===== src/rtl/fwd_hazard_tracker.sv =====
// Decode-stage forwarding/hazard unit with an internal EX..WB write scoreboard.
// Optional FWD_STATS_EN adds saturating stall/forward cycle counters.
module fwd_hazard_lane #(
    parameter int REG_AW   = 5,
    parameter int DEPTH    = 3,
    parameter int LD_READY = 2,
    parameter int SEL_W    = 2
) (
    input  logic [REG_AW-1:0]          src,
    input  logic                       used,
    input  logic [DEPTH:1]             sb_v,
    input  logic [DEPTH:1][REG_AW-1:0] sb_rd,
    input  logic [DEPTH:1]             sb_ld,
    output logic [SEL_W-1:0]           sel,
    output logic                       hazard
);
    logic win_ld;

    // Scan oldest to youngest so the youngest matching stage overwrites.
    always_comb begin
        sel    = '0;
        win_ld = 1'b0;
        for (int k = DEPTH; k >= 1; k--) begin
            if (used && (src != '0) && sb_v[k] && (sb_rd[k] == src)) begin
                sel    = SEL_W'(k);
                win_ld = sb_ld[k];
            end
        end
        hazard = win_ld && (sel < SEL_W'(LD_READY));
    end
endmodule

module fwd_hazard_tracker #(
    parameter int REG_AW   = 5,
    parameter int NUM_SRC  = 2,
    parameter int DEPTH    = 3,
    parameter int LD_READY = 2,
    parameter int SEL_W    = 2
) (
    input  logic                      clk,
    input  logic                      reset,
    input  logic                      id_valid,
    input  logic                      id_regwr,
    input  logic                      id_memrd,
    input  logic [REG_AW-1:0]         id_rd,
    input  logic [NUM_SRC*REG_AW-1:0] id_src,
    input  logic [NUM_SRC-1:0]        id_src_used,
    input  logic                      flush,
    output logic                      stall,
`ifdef FWD_STATS_EN
    output logic [15:0]               stall_cnt,
    output logic [15:0]               fwd_cnt,
`endif
    output logic [NUM_SRC*SEL_W-1:0]  fwd_sel
);
    logic [DEPTH:1]             vld_pipe;
    logic [DEPTH:1][REG_AW-1:0] rd_pipe;
    logic [DEPTH:1]             ld_pipe;
    logic [NUM_SRC-1:0]         hazard;
    logic                       ins;

    assign ins   = id_valid && id_regwr && (id_rd != '0) && !stall && !flush;
    assign stall = id_valid && !flush && (|hazard);

    // Entry k is stage k after ID; a stalled or squashed decode becomes a bubble.
    always_ff @(posedge clk or negedge reset) begin
        if (!reset) begin
            vld_pipe <= '0;
            rd_pipe  <= '0;
            ld_pipe  <= '0;
        end else begin
            vld_pipe <= {vld_pipe[DEPTH-1:1], ins};
            rd_pipe  <= {rd_pipe[DEPTH-1:1], (ins ? id_rd : {REG_AW{1'b0}})};
            ld_pipe  <= {ld_pipe[DEPTH-1:1], (ins && id_memrd)};
        end
    end

    for (genvar i = 0; i < NUM_SRC; i++) begin : g_lane
        fwd_hazard_lane #(
            .REG_AW  (REG_AW),
            .DEPTH   (DEPTH),
            .LD_READY(LD_READY),
            .SEL_W   (SEL_W)
        ) u_lane (
            .src   (id_src[i*REG_AW +: REG_AW]),
            .used  (id_src_used[i]),
            .sb_v  (vld_pipe),
            .sb_rd (rd_pipe),
            .sb_ld (ld_pipe),
            .sel   (fwd_sel[i*SEL_W +: SEL_W]),
            .hazard(hazard[i])
        );
    end

`ifdef FWD_STATS_EN
    always_ff @(posedge clk or negedge reset) begin
        if (!reset) begin
            stall_cnt <= '0;
            fwd_cnt   <= '0;
        end else if (id_valid) begin
            if (stall && (stall_cnt != 16'hFFFF))
                stall_cnt <= stall_cnt + 16'd1;
            if (!stall && (|fwd_sel) && (fwd_cnt != 16'hFFFF))
                fwd_cnt <= fwd_cnt + 16'd1;
        end
    end
`endif
endmodule


===== config.mk =====
export PLATFORM = sky130hd
export DESIGN_NAME = fwd_hazard_tracker
export DESIGN_NICKNAME = d
export VERILOG_FILES = /design/src/rtl/fwd_hazard_tracker.sv
export SDC_FILE = /design/constraint.sdc
export NUM_CORES = 1
export LEC_CHECK = 0
export BUFFER_PORTS_ARGS = -buffer_cell sky130_fd_sc_hd__buf_2
export CAP_MARGIN = 20
export CORE_MARGIN = 2
export CORE_UTILIZATION = 51
export DETAILED_ROUTE_END_ITERATION = 7
export PLACE_DENSITY_LB_ADDON = 0.2
export SLEW_MARGIN = 20
export SYNTH_ARGS = -nofsm -noshare
export SYNTH_HDL_FRONTEND = slang
export SYNTH_HIERARCHICAL = 1
export SYNTH_SLANG_ARGS = --single-unit

===== constraint.sdc =====
create_clock -name clk -period 2 [get_ports clk]
set_input_delay 0.1 -clock clk [delete_from_list [all_inputs] [get_ports clk]]
set_output_delay 0.1 -clock clk [all_outputs]
set_load 0.05 [all_outputs]

* After elaboration in Yosys (flattened, before gate mapping)
Index checks and enable logic that the tools add are counted.
Cells by class: magnitude comparators 2, equality and inequality tests 6, multiplexer cells 13, reductions and logical operators 29
Operators with widths (number):
- $eq 5x5->1 | 6
- $logic_and 1x1->1 | 23
- $reduce_bool 5->1 | 3
- $mux 2 | 6
- $mux 1 | 6
- $mux 5 | 1
- $lt 2x2->1 const B | 2
- $logic_not 1->1 | 2
- $reduce_or 2->1 | 1
Word-level totals: bits in registers 21, bits of input ports 23, output and inout port bits 5, word-level logic and storage cells 55

* Logic depth before layout (Yosys ltp)
depth in word-level cells 15, gate-level depth with buffers 8, depth with buffers taken out 7

* By module
Netlist, hierarchy kept.
Modules (own cells, without submodules):
- fwd_hazard_tracker | times used 1, cells each 33, area each 611.8 µm²
- fwd_hazard_lane | times used 2, cells each 29, area each 229.0 µm²

* Worst setup path before layout
OpenSTA, ideal clock, no wires.
kind reg2out, from register rd_pipe[0] (netlist name), to output port stall, arrival 2.357 ns, data required time 1.900 ns, path slack -0.457 ns, stages on the path, launching flop included 7, buffers on the path 0, cells stage by stage dfrtp_1 -> xor2_1 -> nor4_1 -> and4_4 -> and2_2 -> nor2_1 -> nor3b_1
On the way: longest elaborated chain between the ends 7, elaborated cells on any way between the ends 14
RTL lines:
- from (decl) | RTL line 57 | logic [DEPTH:1][REG_AW-1:0] rd_pipe;
- from (signal assigned) | RTL line 73 | rd_pipe <= {rd_pipe[DEPTH-1:1], (ins ? id_rd : {REG_AW{1'b0}})};
- $eq 5x5->1 (*) | RTL line 24 | if (used && (src != '0) && sb_v[k] && (sb_rd[k] == src)) begin
- $logic_and 1x1->1 (*) | RTL line 24
- $mux 2 | RTL line 24
- $lt 2x2->1 | RTL line 29 | hazard = win_ld && (sel < SEL_W'(LD_READY));
- $logic_and 1x1->1 (*) | RTL line 29
- via hazard[1] | RTL line 59 | logic [NUM_SRC-1:0] hazard;
- $reduce_or 2->1 (*) | RTL line 63 | assign stall = id_valid && !flush && (|hazard);
- $logic_and 1x1->1 (*) | RTL line 63
- to (decl) | RTL line 49 | output logic stall,
Mark *: on every way through the listed nets, which the timed path passes. The rest lies on a longest branch.

* Worst setup path after layout
from register rd_pipe[2] (netlist name), to output port stall
The elaborated chain is that of the path after synthesis.

==> metrics.log <==
INFO  metric outcome = finished with violations
INFO  metric failing_checks = negative setup slack
INFO  metric final_layout_size_suffix_gt1_share = 42.3%
INFO  metric cts_tree = yes
INFO  metric p_int = between 0.0005 and 0.0006 W
INFO  metric power.switching_fraction = between 20% and 30%
INFO  metric mean_instance_size_in_the_synthesized_netlist = about 11 µm²
INFO  metric pwr_dens = roughly 530 nW/µm²
INFO  metric post_place_instance_area = between 1000 and 1500 µm²
INFO  metric vias_in_the_first_global_route = slightly below 900
INFO  metric root_buffer = sky130_fd_sc_hd__clkbuf_4
INFO  metric cts_buffer_depth = 2
INFO  metric setup_viol_count_final = 1
INFO  metric cp_data_arrival_time = 1.97 ns
INFO  metric setup_slack = -0.0726 ns
INFO  metric ir_drop = 0.000443 V
INFO  metric die_h = about 49 µm
INFO  metric drt_iter0_markers = 2
INFO  metric clock-sinks = 19
INFO  metric globalRouteTotalUtil = around a fifth
INFO  metric netlist_instances = just under 90
INFO  metric share_of_total_power_in_combinational_logic = between 10% and 20%
INFO  metric worst_path_max_delay_cell = sky130_fd_sc_hd__dfrtp_1
INFO  metric yosysWarningCount = 6
INFO  metric cp_top_family = simple AND/OR/NAND/NOR gates
INFO  metric critical_path.startpoint = rd_pipe[2]
INFO  metric timing.fmax = between 400 and 500 MHz
INFO  metric floorplan.die_area = between 2000 and 2500 µm²
INFO  metric fin_crit_sh = 104%
INFO  metric power.share.sequential = between 50% and 60%
INFO  metric grt_antenna_before_repair = 0
INFO  metric worst-setup-path-type = reg2out
INFO  metric finalWirelength = between 2000 and 2500 µm
INFO  metric vias_after_detailed_routing = approximately 800
INFO  metric finalWorstPathRequiredPeriod = approximately 2.1 ns
INFO  metric worstSetupEndpointType = output port
INFO  metric nFillCells = between 150 and 200
INFO  metric placement.io_buffers = 27
INFO  metric die_width = between 40 and 50 µm
INFO  metric grt_start_max_net_pins = 20
INFO  metric remaining_drc_errors = 0
INFO  metric design_area = roughly 1300 µm²
INFO  metric max_cap_violations = 0
INFO  metric syn_to_final_growth = 32.3%
INFO  metric critPathMaxFanout = 3
INFO  metric clock_skew = between 0.006 and 0.007 ns
INFO  metric whs = approximately 0.036 ns
INFO  metric clkSlewWorstSetupHoldPaths = ~0.1 ns
INFO  metric nNetsFinal = between 150 and 200
INFO  metric min-delay-path-class = in2reg
INFO  metric rsz0062_at_grt = yes
INFO  metric worst-path-buf-inv = 1
INFO  metric slowest_delay = 0.43 ns
INFO  metric grt_pass1_wl = ~3800 µm
INFO  metric slew_headroom = 73.3%
INFO  metric cp_cell_sequence = xor2_1 -> nor4_1 -> and4_4 -> and2_4 -> nor2_2 -> nor3b_2 -> buf_6
INFO  metric cts.htree.levels = 1
INFO  metric postSynthNetCount = ~110
INFO  metric final_hold_viol_count = 0
INFO  metric num_rows = 16
INFO  metric count_of_pins_on_the_block_boundary = 28
INFO  metric synthesis.area = around 1000 µm²
INFO  metric drt_pre_antenna_iters = 2
INFO  metric postRouteAntennaNets = 0
INFO  metric critical_path.reg2reg.startpoint = rd_pipe[2]
INFO  metric critical_path.startpoint_type = flop
INFO  metric clockPowerShare = 25.7%
INFO  metric leakagePower = approximately 0.68 nW
INFO  metric wl_per_cell = approximately 14 µm
INFO  metric net-switching-power = ~0.00018 W
INFO  metric tightestPinTransition = 0.400 ns
INFO  metric clock_latency = 0.29 ns
INFO  metric core-area = 1920 µm²
INFO  metric cts-buffers-inserted = 3
INFO  metric n_antenna_cell = 0
INFO  metric grt-ovfl-total = 0
INFO  metric gp_routability_congestion = 0.835
INFO  metric detail_route.vias_per_cell = 5.22
INFO  metric hold_path_startpoint = id_rd[2]
INFO  metric slew_viol_final = 0
INFO  metric floorplan.initialDensity = between 50% and 60%
INFO  metric worst_ep_required_time = 1.90 ns
INFO  metric dpl_worst_slack = -0.0463 ns
-- registers in the layout, summed over array words and instances (netlist names) --
| name | flops |
|---|---|
| ld_pipe | 1 |
| vld_pipe | 3 |
| rd_pipe | 15 |
-- layout make-up --
type / count / area [µm²] / share of cell area, %
timing repair buffer: 39 / 251 / 18.6
clock buffer: 4 / 26.3 / 1.95
sequential: 19 / 475 / 35.3
multi-input combinational: 68 / 562 / 41.7
tap: 27 / 33.8 / 2.50
-- through the flow --
stage          power, W  setup TNS [ns]  cells  utilization, %
2_1_floorplan  0.000462               0     89               -
3_3_place_gp   0.000524        -0.00740    148            64.5
3_5_place_dp   0.000527          -0.136    148            64.5
4_1_cts        0.000714         -0.0806    156            68.4
5_1_grt        0.000746          -0.356    157            70.2
6_report       0.000708         -0.0726    157            70.2
-- path summary, 6_finish.rpt --
check / to / slack, ns / cells past startpoint
worst max-delay path: stall / -0.07 / 7
worst min-delay path: rd_pipe[2] / 0.04 / 2
worst max register to register: rd_pipe[3] / 0.12 / 7
worst min register to register: vld_pipe[3] / 0.42 / 0
max in group asynchronous: rd_pipe[13] / 1.45 / 2
min in group asynchronous: rd_pipe[2] / 0.27 / 2
-- power groups by stage --
stage	Combinational [W]	Clock, W	Sequential, W
5_1_grt	0.000134	0.000205	0.000406
4_1_cts	0.000119	0.000191	0.000404
6_report	0.000122	0.000182	0.000404
3_5_place_dp	0.000115	0	0.000412
2_1_floorplan	0.0000526	0	0.000410
3_3_place_gp	0.000112	0	0.000411
-- worst reg2reg max path, cell delays in order (launching register included) --
cell	delay, ns
sky130_fd_sc_hd__dfrtp_1	0.43
sky130_fd_sc_hd__xor2_1	0.16
sky130_fd_sc_hd__nor4_1	0.30
sky130_fd_sc_hd__and4_4	0.27
sky130_fd_sc_hd__and2_4	0.14
sky130_fd_sc_hd__nor2_2	0.04
sky130_fd_sc_hd__and4b_1	0.23
sky130_fd_sc_hd__and2_2	0.20
-- placed cells by master, fill, tap and decap left out, types with 3 or more instances in the layout --
master	n
sky130_fd_sc_hd__xor2_1	22
sky130_fd_sc_hd__buf_2	22
sky130_fd_sc_hd__dfrtp_1	19
sky130_fd_sc_hd__buf_4	12
sky130_fd_sc_hd__xnor2_1	8
sky130_fd_sc_hd__and2_1	4
sky130_fd_sc_hd__clkbuf_4	4
sky130_fd_sc_hd__nand2_1	4
sky130_fd_sc_hd__nor4_1	4
sky130_fd_sc_hd__or4_4	3
sky130_fd_sc_hd__buf_6	3
-- metal layers --
| layer | up-vias | track usage, % | part of all wire (%) |
|---|---|---|---|
| li1 | 397 | - | - |
| met1 | 387 | 24.6 | 40 |
| met2 | 27 | 35.8 | 51 |
| met3 | 8 | 2.78 | 4.3 |
| met4 | 0 | 15.2 | 4.1 |
| met5 | - | 0 | 0 |
-- repair_timing --
action / in CTS / in global routing
hold endpoints to repair: 19 / 0
pin swaps: 4 / 1
setup endpoints to repair: 1 / 5
gates resized for setup: 5 / 11
buffers inserted: 3 / 2
hold buffers: 1 / 0
gates cloned: 0 / 0
No activity file was read; power rests on OpenSTA's default activity.
